===== config.mk =====
export PLATFORM = sky130hd
export DESIGN_NAME = block_interleaver_stream
export DESIGN_NICKNAME = d
export VERILOG_FILES = /design/src/rtl/interleaver_pkg.sv /design/src/rtl/il_addr_gen.sv /design/src/rtl/block_interleaver_stream.sv
export SDC_FILE = /design/constraint.sdc
export NUM_CORES = 1
export LEC_CHECK = 0
export ABC_AREA = 0
export CAP_MARGIN = 25
export CORE_MARGIN = 10
export CORE_UTILIZATION = 40
export DETAILED_ROUTE_END_ITERATION = 7
export PLACE_DENSITY = 0.52
export SLEW_MARGIN = 20
export SYNTH_ARGS = -nofsm -noshare
export SYNTH_HDL_FRONTEND = slang
export SYNTH_SLANG_ARGS = --single-unit

===== constraint.sdc =====
create_clock -name clk -period 2.8 [get_ports clk]
set_clock_uncertainty 0.05 [all_clocks]
set_input_delay 0.42 -clock clk [delete_from_list [all_inputs] [get_ports clk]]
set_output_delay 0.42 -clock clk [all_outputs]
set_load 0.02 [all_outputs]

===== src/rtl/interleaver_pkg.sv =====
// Shared constants and helpers for the streaming block interleaver.
// perm_idx is the plain-arithmetic output-to-input index map used by scoreboards.
package interleaver_pkg;

  localparam logic MODE_INT   = 1'b0;
  localparam logic MODE_DEINT = 1'b1;

  function automatic int block_len(input int rows, input int cols);
    return rows * cols;
  endfunction

  function automatic int perm_idx(input int j, input int rows, input int cols, input logic mode);
    if (mode == MODE_INT) return (j % rows) * cols + (j / rows);
    else                  return (j % cols) * rows + (j / cols);
  endfunction

endpackage


===== src/rtl/il_addr_gen.sv =====
// Read-address generator: inner/outer wrap counters walking a ROWS x COLS matrix
// column-wise (interleave) or, with swap set, row-wise over the transposed fill.
module il_addr_gen #(
  parameter int ROWS = 4,
  parameter int COLS = 11,
  parameter int AW   = $clog2(ROWS * COLS)
) (
  input  logic          clk,
  input  logic          rst,
  input  logic          en,
  input  logic          clr,
  input  logic          swap,
  output logic [AW-1:0] addr,
  output logic          last
);

  localparam logic [AW-1:0] ROWS_M1 = AW'(ROWS - 1);
  localparam logic [AW-1:0] COLS_M1 = AW'(COLS - 1);
  localparam logic [AW-1:0] ROWS_W  = AW'(ROWS);
  localparam logic [AW-1:0] COLS_W  = AW'(COLS);

  logic [AW-1:0] inner;
  logic [AW-1:0] outer;
  logic [AW-1:0] inner_max;
  logic [AW-1:0] outer_max;
  logic [AW-1:0] stride;

  // NOTE: every always_comb output is assigned on every path, so no latch can form.
  always_comb begin
    inner_max = swap ? COLS_M1 : ROWS_M1;
    outer_max = swap ? ROWS_M1 : COLS_M1;
    stride    = swap ? ROWS_W  : COLS_W;
  end

  assign last = (inner == inner_max) && (outer == outer_max);

  // addr tracks inner*stride + outer incrementally, avoiding any runtime multiply.
  always_ff @(posedge clk or posedge rst) begin
    if (rst) begin
      inner <= '0;
      outer <= '0;
      addr  <= '0;
    end else if (clr) begin
      inner <= '0;
      outer <= '0;
      addr  <= '0;
    end else if (en) begin
      if (inner == inner_max) begin
        inner <= '0;
        outer <= outer + AW'(1);
        addr  <= outer + AW'(1);
      end else begin
        inner <= inner + AW'(1);
        addr  <= addr + stride;
      end
    end
  end

endmodule


===== src/rtl/block_interleaver_stream.sv =====
// Streaming ping-pong block (de)interleaver: row-major fill of one bank while the
// other is read back through a transposing address generator.
module block_interleaver_stream
  import interleaver_pkg::*;
#(
  parameter int ROWS  = 4,
  parameter int COLS  = 11,
  parameter int SYM_W = 1
) (
  input  logic             clk,
  input  logic             rst,
  input  logic             mode,
  input  logic             in_valid,
  output logic             in_ready,
  input  logic [SYM_W-1:0] in_data,
  output logic             out_valid,
  input  logic             out_ready,
  output logic [SYM_W-1:0] out_data,
  output logic             out_last,
  output logic             out_mode
);

  localparam int N  = block_len(ROWS, COLS);
  localparam int AW = $clog2(N);
  localparam logic [AW-1:0] LAST_K = AW'(N - 1);

  logic [SYM_W-1:0] mem [2][N];
  logic [1:0]       full;
  logic [1:0]       bank_mode;
  logic             wr_sel;
  logic             rd_sel;
  logic [AW-1:0]    wr_cnt;
  logic [AW-1:0]    rd_addr;
  logic             rd_last;
  logic             wr_fire;
  logic             rd_fire;

  assign in_ready  = !full[wr_sel];
  assign wr_fire   = in_valid && in_ready;
  assign out_valid = full[rd_sel];
  assign rd_fire   = out_valid && out_ready;
  assign out_last  = out_valid && rd_last;
  assign out_data  = mem[rd_sel][rd_addr];
  assign out_mode  = bank_mode[rd_sel];

  // NOTE: storage has no reset; full flags alone decide whether contents are meaningful.
  always_ff @(posedge clk) begin
    if (wr_fire) mem[wr_sel][wr_cnt] <= in_data;
  end

  // Writer and reader never set and clear the same bank's full flag on one edge.
  always_ff @(posedge clk or posedge rst) begin
    if (rst) begin
      full      <= '0;
      bank_mode <= '0;
      wr_sel    <= 1'b0;
      rd_sel    <= 1'b0;
      wr_cnt    <= '0;
    end else begin
      if (wr_fire) begin
        if (wr_cnt == '0) bank_mode[wr_sel] <= mode;
        if (wr_cnt == LAST_K) begin
          full[wr_sel] <= 1'b1;
          wr_sel       <= ~wr_sel;
          wr_cnt       <= '0;
        end else begin
          wr_cnt <= wr_cnt + AW'(1);
        end
      end
      if (rd_fire && rd_last) begin
        full[rd_sel] <= 1'b0;
        rd_sel       <= ~rd_sel;
      end
    end
  end

  il_addr_gen #(
    .ROWS (ROWS),
    .COLS (COLS),
    .AW   (AW)
  ) u_rd_addr (
    .clk  (clk),
    .rst  (rst),
    .en   (rd_fire),
    .clr  (rd_fire && rd_last),
    .swap (bank_mode[rd_sel]),
    .addr (rd_addr),
    .last (rd_last)
  );

endmodule

==> results of run 1 <==
-- final cells by class --
type / count / share of cell area
multi-input combinational: 315 / 0.313
sequential: 118 / 0.500
clock buffer: 21 / 0.0692
inverter: 6 / 0.00331
tap: 180 / 0.0331
timing repair buffer: 48 / 0.0661
clock inverter: 11 / 0.0157
-- synthesized netlist by cell type, types with 7 or more instances --
cell type / number
mux2i_1: 16
ha_1: 8
o21ai_0: 16
nand2_1: 36
clkbuf_1: 16
edfxtp_1: 88
dfrtp_1: 30
nand3_1: 22
nor2b_1: 11
xnor2_1: 7
nor2_1: 101
mux4_2: 19
a21oi_1: 9
-- power breakdown --
group | switching, mW | internal, mW
sequential | 0.201 | 2.03
combinational | 1.07 | 0.823
clock | 0.736 | 1.36
-- worst max-delay path by stage --
stage                                              from  endpoint  slack [ps]  cells after the start
after CTS                            rd_sel$_DFFE_PP0P_  out_data        -310                      7
after global routing                 rd_sel$_DFFE_PP0P_  out_data        -370                      7
after detailed placement             rd_sel$_DFFE_PP0P_  out_data        -280                      8
final                                rd_sel$_DFFE_PP0P_  out_data        -250                      7
after floorplan           u_rd_addr.addr[1]$_DFFE_PP0P_  out_data         230                      8
after global placement               rd_sel$_DFFE_PP0P_  out_data        -230                      7
-- layer usage --
layer  vias up  share of wire  GRT usage
met5         -              0          0
met4         0         0.0084     0.0423
met3        10          0.046     0.0394
met2        55           0.47      0.208
met1      1816           0.47      0.187
li1       1780              -          -
-- sequential cells by signal, summed over array words and instances, names as in the netlist --
| register | flops |
|---|---|
| rd_sel | 1 |
| full | 2 |
| u_rd_addr.addr | 6 |
| wr_cnt | 6 |
| bank_mode | 2 |
| wr_sel | 1 |
| u_rd_addr.inner | 6 |
| u_rd_addr.outer | 6 |
| mem | 88 |
-- what timing repair did --
item | CTS | global route
hold endpoints to repair | 0 | 0
gates resized for setup | 9 | 8
buffers inserted | 1 | 3
pin swaps | 0 | 2
endpoints found under the setup margin | 2 | 2
-- per-stage QoR --
stage	TNS [ps]	area, um^2	hold slack [ps]
floorplan	0	5640	418
global placement	-228	6160	437
detailed placement	-275	6160	446
CTS	-315	6750	428
global route	-366	6790	477
finish	-254	6790	403
-- cell usage in the layout, fill, tap and decap left out, types with 3 or more instances in the layout --
master and instances:
clkinv_1 3, nor2_1 101, clkbuf_16 17, nor3_1 6
a21o_1 4, o31ai_1 4, nand3_1 22, o21ai_0 15
nand3b_1 3, dfrtp_1 29, a21oi_1 9, buf_12 5
mux4_2 19, nor3b_1 3, edfxtp_1 88, mux2i_1 15
and2_1 3, ha_1 8, nor2b_1 11, buf_6 3
xnor2_1 7, clkdlybuf4s50_1 6, buf_4 31, nand2b_1 6
clkbuf_8 3, xor2_1 3, inv_1 4, mux2_2 4
a31oi_1 5, a22o_1 3, nand2_1 36, or3_1 3
clkinv_2 7
-- logic make-up (layout without fill, tap and decap cells) --
logic type | Yosys count | after routing | share of synthesized area
compound gates | 52 | 52 | 0.0595
xor+xnor | 10 | 10 | 0.0155
fa+ha+maj | 9 | 9 | 0.0213
buf+inv | 31 | 86 | 0.0249
flops | 118 | 118 | 0.602
mux | 39 | 39 | 0.112
simple gates | 205 | 205 | 0.164
==> impl_metrics.toml, run 1 <==
[outcome]
status = "finished, violations left"
violations = "negative setup slack"

[logic_synthesis]
synth_edf_count = 88
synth_top_area_frac = 0.469
yosysUniqueCellTypes = 49
synth.largest_area_cell = "edfxtp_1"
synth_cells = 464
synth_seq_area_share = 0.602
yosys_warnings = 0
ys_seq_elements = 118
syn_area_um2 = 5640
synth_fp_nets = 479
synth_area_per_cell_um2 = 12.1
ys.flop_type = "edfxtp_1"
synthArstFlopShare = 0.254
ys_top_cells_by_area = "edfxtp_1 47%, dfrtp_1 13%, mux4_2 7.6%"

[sta]
fmax_mhz = 327
setup_slack_ps = -254
tightest_slew_ps = 835
finalMaxSlewViolations = 0
hold_viol_final = 0
period_share = 1.09
relSlewSlack = 0.442
setup_viol = 1
rsz0062_at_grt = "yes"
fin_crit_ps = 3050

[placement]
dp_cells = 663
portBuffers = 10
gp_congestion = 0.814
place_ws_ps = -275
dp_hpwl_mm = 8.66

[drt]
dr.pass1.iters = 5
routedWlPerCell_um = 18.2
drc = 0
drt_iter0_drc = 416
num_vias = 3661
drt.antenna.violating_nets = 0
wirelength_mm = 12.7
routed_via_density = 5.24

[setup_path]
rrSetupSlack_ps = 140
path_max_fanout = 9
cpMaxStageDelayCell = "mux4_2"
worstRegToRegCells = 12
crit_chain = "buf_12 > mux4_2 > mux2_2 > a221oi_2 > a311oi_2 > a311o_1 > buf_6"
worst_path_largest_cell_delay_ps = 490
path_class = "flip-flop to primary output"
cp_num_buf_inv = 2
reg2reg_from = "rd_sel$_DFFE_PP0P_"
r2r-end = "u_rd_addr.addr[4]$_DFFE_PP0P_"
end_kind = "primary output"
critPathRequiredTime_ps = 2330
cpLargestDelayFamily = "multiplexers"
critPathLaunchType = "flip-flop"
arrival_ps = 2580

[power]
ir_drop_mv = 0.634
power_density_nw_per_um2 = 915
p_leak_nw = 2.41
p_total_mw = 6.22

[final_layout]
area_growth_syn_to_layout_pct = 20.5
final_net_count = 521
ff_latch_area_um2 = 3390
multi_input_area_um2 = 2130
drive_gt1_frac = 0.197
fillers = 1226
final_cells = 699
insertedDiodeCount = 0
fin_util = 0.491

[global_routing]
antenna_found_initial = 0
grt_pass1_wl_mm = 20.8
grt_max_degree = 89
track_usage = 0.138
grt_pass1_vias = 3750
grt_overflow_total = 0

[die]
core_um2 = 13800
chipHeight_um = 139
fp-row-count = 43
chipWidth_um = 139
initial_core_util = 0.408
die_area_um2 = 19200
ioPinCount = 11

[clock_tree]
cts_buffers = 17
cts_tree = "done"
clock_sinks = 118
cts_buffer_depth = 2
cts_root_buffer = "clkbuf_16"
cts_htree_levels = 4
clk_latency_ps = 410
clk_pin_slew_worst_paths_ps = 50
holdBufCountCts = 0

[flow_run]
drv_cap = 0

[worst_hold_path]
hold_class = "primary input to asynchronous set/reset pin"
(Power assumes the default switching activity.)
==> inputs of run 2 (changes only) <==
--- a/config.mk
+++ b/config.mk
@@ -13,2 +13,3 @@
 export PLACE_DENSITY = 0.52
+export SKIP_LAST_GASP = 1
 export SLEW_MARGIN = 20
--- a/constraint.sdc
+++ b/constraint.sdc
@@ -4,2 +4,2 @@
 set_output_delay 0.42 -clock clk [all_outputs]
-set_load 0.02 [all_outputs]
+set_load 0.01 [all_outputs]
==> impl_metrics.toml, run 2 (same netlist as run 1, synthesis figures left out) <==
[final_layout]
final_net_count = 514
fin_util = 0.486
final_cells = 692
final_common_cell = "nor2_1"
drive_gt1_frac = 0.176
insertedDiodeCount = 0
multi_input_area_um2 = 2130
final_cell_area_um2 = 6730
final_cell_mix = "100 x nor2_1, 88 x edfxtp_1, 36 x nand2_1, 29 x dfrtp_1, 26 x buf_4"
largest_register_ffs = 88
area_growth_syn_to_layout_pct = 19.3
fillers = 1233
regMostFlops = "mem"
ff_latch_area_um2 = 3390

[setup_path]
crit_start = "rd_sel$_DFFE_PP0P_"
path_class = "flip-flop to primary output"
crit_chain = "buf_12 > mux4_2 > mux2_4 > a221oi_2 > a311oi_1 > a311o_1 > buf_2"
cp_num_buf_inv = 2
critPathRequiredTime_ps = 2330
critPathLaunchType = "flip-flop"
end_kind = "primary output"
reg2reg_from = "rd_sel$_DFFE_PP0P_"
path_max_fanout = 5
worst_path_largest_cell_delay_ps = 480
arrival_ps = 2590
cpMaxStageDelayCell = "mux4_2"
cpLargestDelayFamily = "multiplexers"

[drt]
drc = 0
wirelength_mm = 12.6
routed_via_density = 5.32
num_vias = 3682
routedWlPerCell_um = 18.2
drt.antenna.violating_nets = 0
dr.pass1.iters = 4
drt_iter0_drc = 295

[global_routing]
grt_pass1_vias = 3662
track_usage = 0.134
grt_overflow_total = 0
grt_max_degree = 89
grt_pass1_wl_mm = 20.3
antenna_found_initial = 0

[placement]
gp_congestion = 0.765
dp_hpwl_mm = 8.44
portBuffers = 10
dp_cells = 656
placed_area_um2 = 6100

[die]
chipHeight_um = 139
chipWidth_um = 139
die_area_um2 = 19200
ioPinCount = 11
initial_core_util = 0.408
fp-row-count = 43
core_um2 = 13800

[clock_tree]
cts_htree_levels = 4
cts_buffer_depth = 2
cts_buffers = 17
cts_tree = "done"
clk_pin_slew_worst_paths_ps = 50
clk_latency_ps = 410
holdBufCountCts = 0
clock_sinks = 118
cts_root_buffer = "clkbuf_16"

[sta]
fin_hold_ws_ps = 415
setup_slack_ps = -262
hold_viol_final = 0
relSlewSlack = 0.461
setup_viol = 1
finalMaxSlewViolations = 0
rsz0062_at_grt = "yes"
period_share = 1.09
fin_crit_ps = 3060
tightest_slew_ps = 807
fmax_mhz = 327

[worst_hold_path]
hold_class = "primary input to asynchronous set/reset pin"

[power]
p_total_mw = 6.07
p_leak_nw = 2.34
power_density_nw_per_um2 = 903
ir_drop_mv = 0.634

[outcome]
status = "finished, violations left"
violations = "negative setup slack"

[flow_run]
drv_cap = 0
## run 2: changes by cell type in the layout (fill, tap and decap cells not counted), sizes merged
cell,change
buf,-8
bufinv,+1
clkbuf,-2
clkdlybuf4s50,+1
clkinv,+2
dlymetal6s2s,-1
## run 2: final cells by class
| class | count | area share |
|---|---|---|
| inverters | 6 | 0.00335 |
| clock inverters | 14 | 0.0208 |
| clock buffers | 18 | 0.0638 |
| repair buffers | 41 | 0.0577 |
| multi-input cells | 315 | 0.316 |
| well taps | 180 | 0.0335 |
| flip-flops and latches | 118 | 0.505 |
## run 2: path summary, 6_finish.rpt
| kind | endpoint | slack, ps | cells past startpoint |
|---|---|---|---|
| max in group asynchronous | wr_cnt[4]$_DFFE_PP0P_ | 1680 | 3 |
| min in group clk | u_rd_addr.inner[4]$_DFFE_PP0P_ | 450 | 1 |
| worst min register to register | u_rd_addr.inner[4]$_DFFE_PP0P_ | 450 | 1 |
| worst max register to register | u_rd_addr.addr[5]$_DFFE_PP0P_ | 180 | 12 |
| worst max-delay path | out_data | -260 | 7 |
| worst min-delay path | full[0]$_DFF_PP0_ | 410 | 2 |
## run 2: where the power goes
group	leakage, nW	switching (mW)	total, mW	internal (mW)
logic	0.885	0.997	1.72	0.724
clock network	0.278	0.729	2.10	1.37
registers	1.18	0.227	2.25	2.03
total	2.34	1.95	6.07	4.12
## run 2: routing by layer
metal  GRT usage  routed length, um
met1       0.183               5930
met2       0.201               5850
met3      0.0312                608
met4      0.0555                192
met5           0                  0
## run 2: what timing repair did
item | CTS | global route
gates cloned | 1 | 0
gates resized for setup | 10 | 4
setup buffers | 3 | 0
pin swaps | 4 | 2
setup endpoints to repair | 2 | 2
## run 2: per-stage QoR
| stage | TNS, ps | worst slack, ps |
|---|---|---|
| after floorplan | 0 | 282 |
| after global placement | -156 | -156 |
| after detailed placement | -168 | -168 |
| after CTS | -293 | -293 |
| after global routing | -379 | -379 |
| final | -262 | -262 |
## run 2: worst reg2reg max path, delay by kind of cell, from the launching register on
| family | cells | cell delay (ps) |
|---|---|---|
| fa+ha+maj | 1 | 290 |
| mux | 1 | 120 |
| compound gates | 5 | 910 |
| buf+inv | 4 | 610 |
| simple gates | 1 | 80 |
| flops | 1 | 460 |
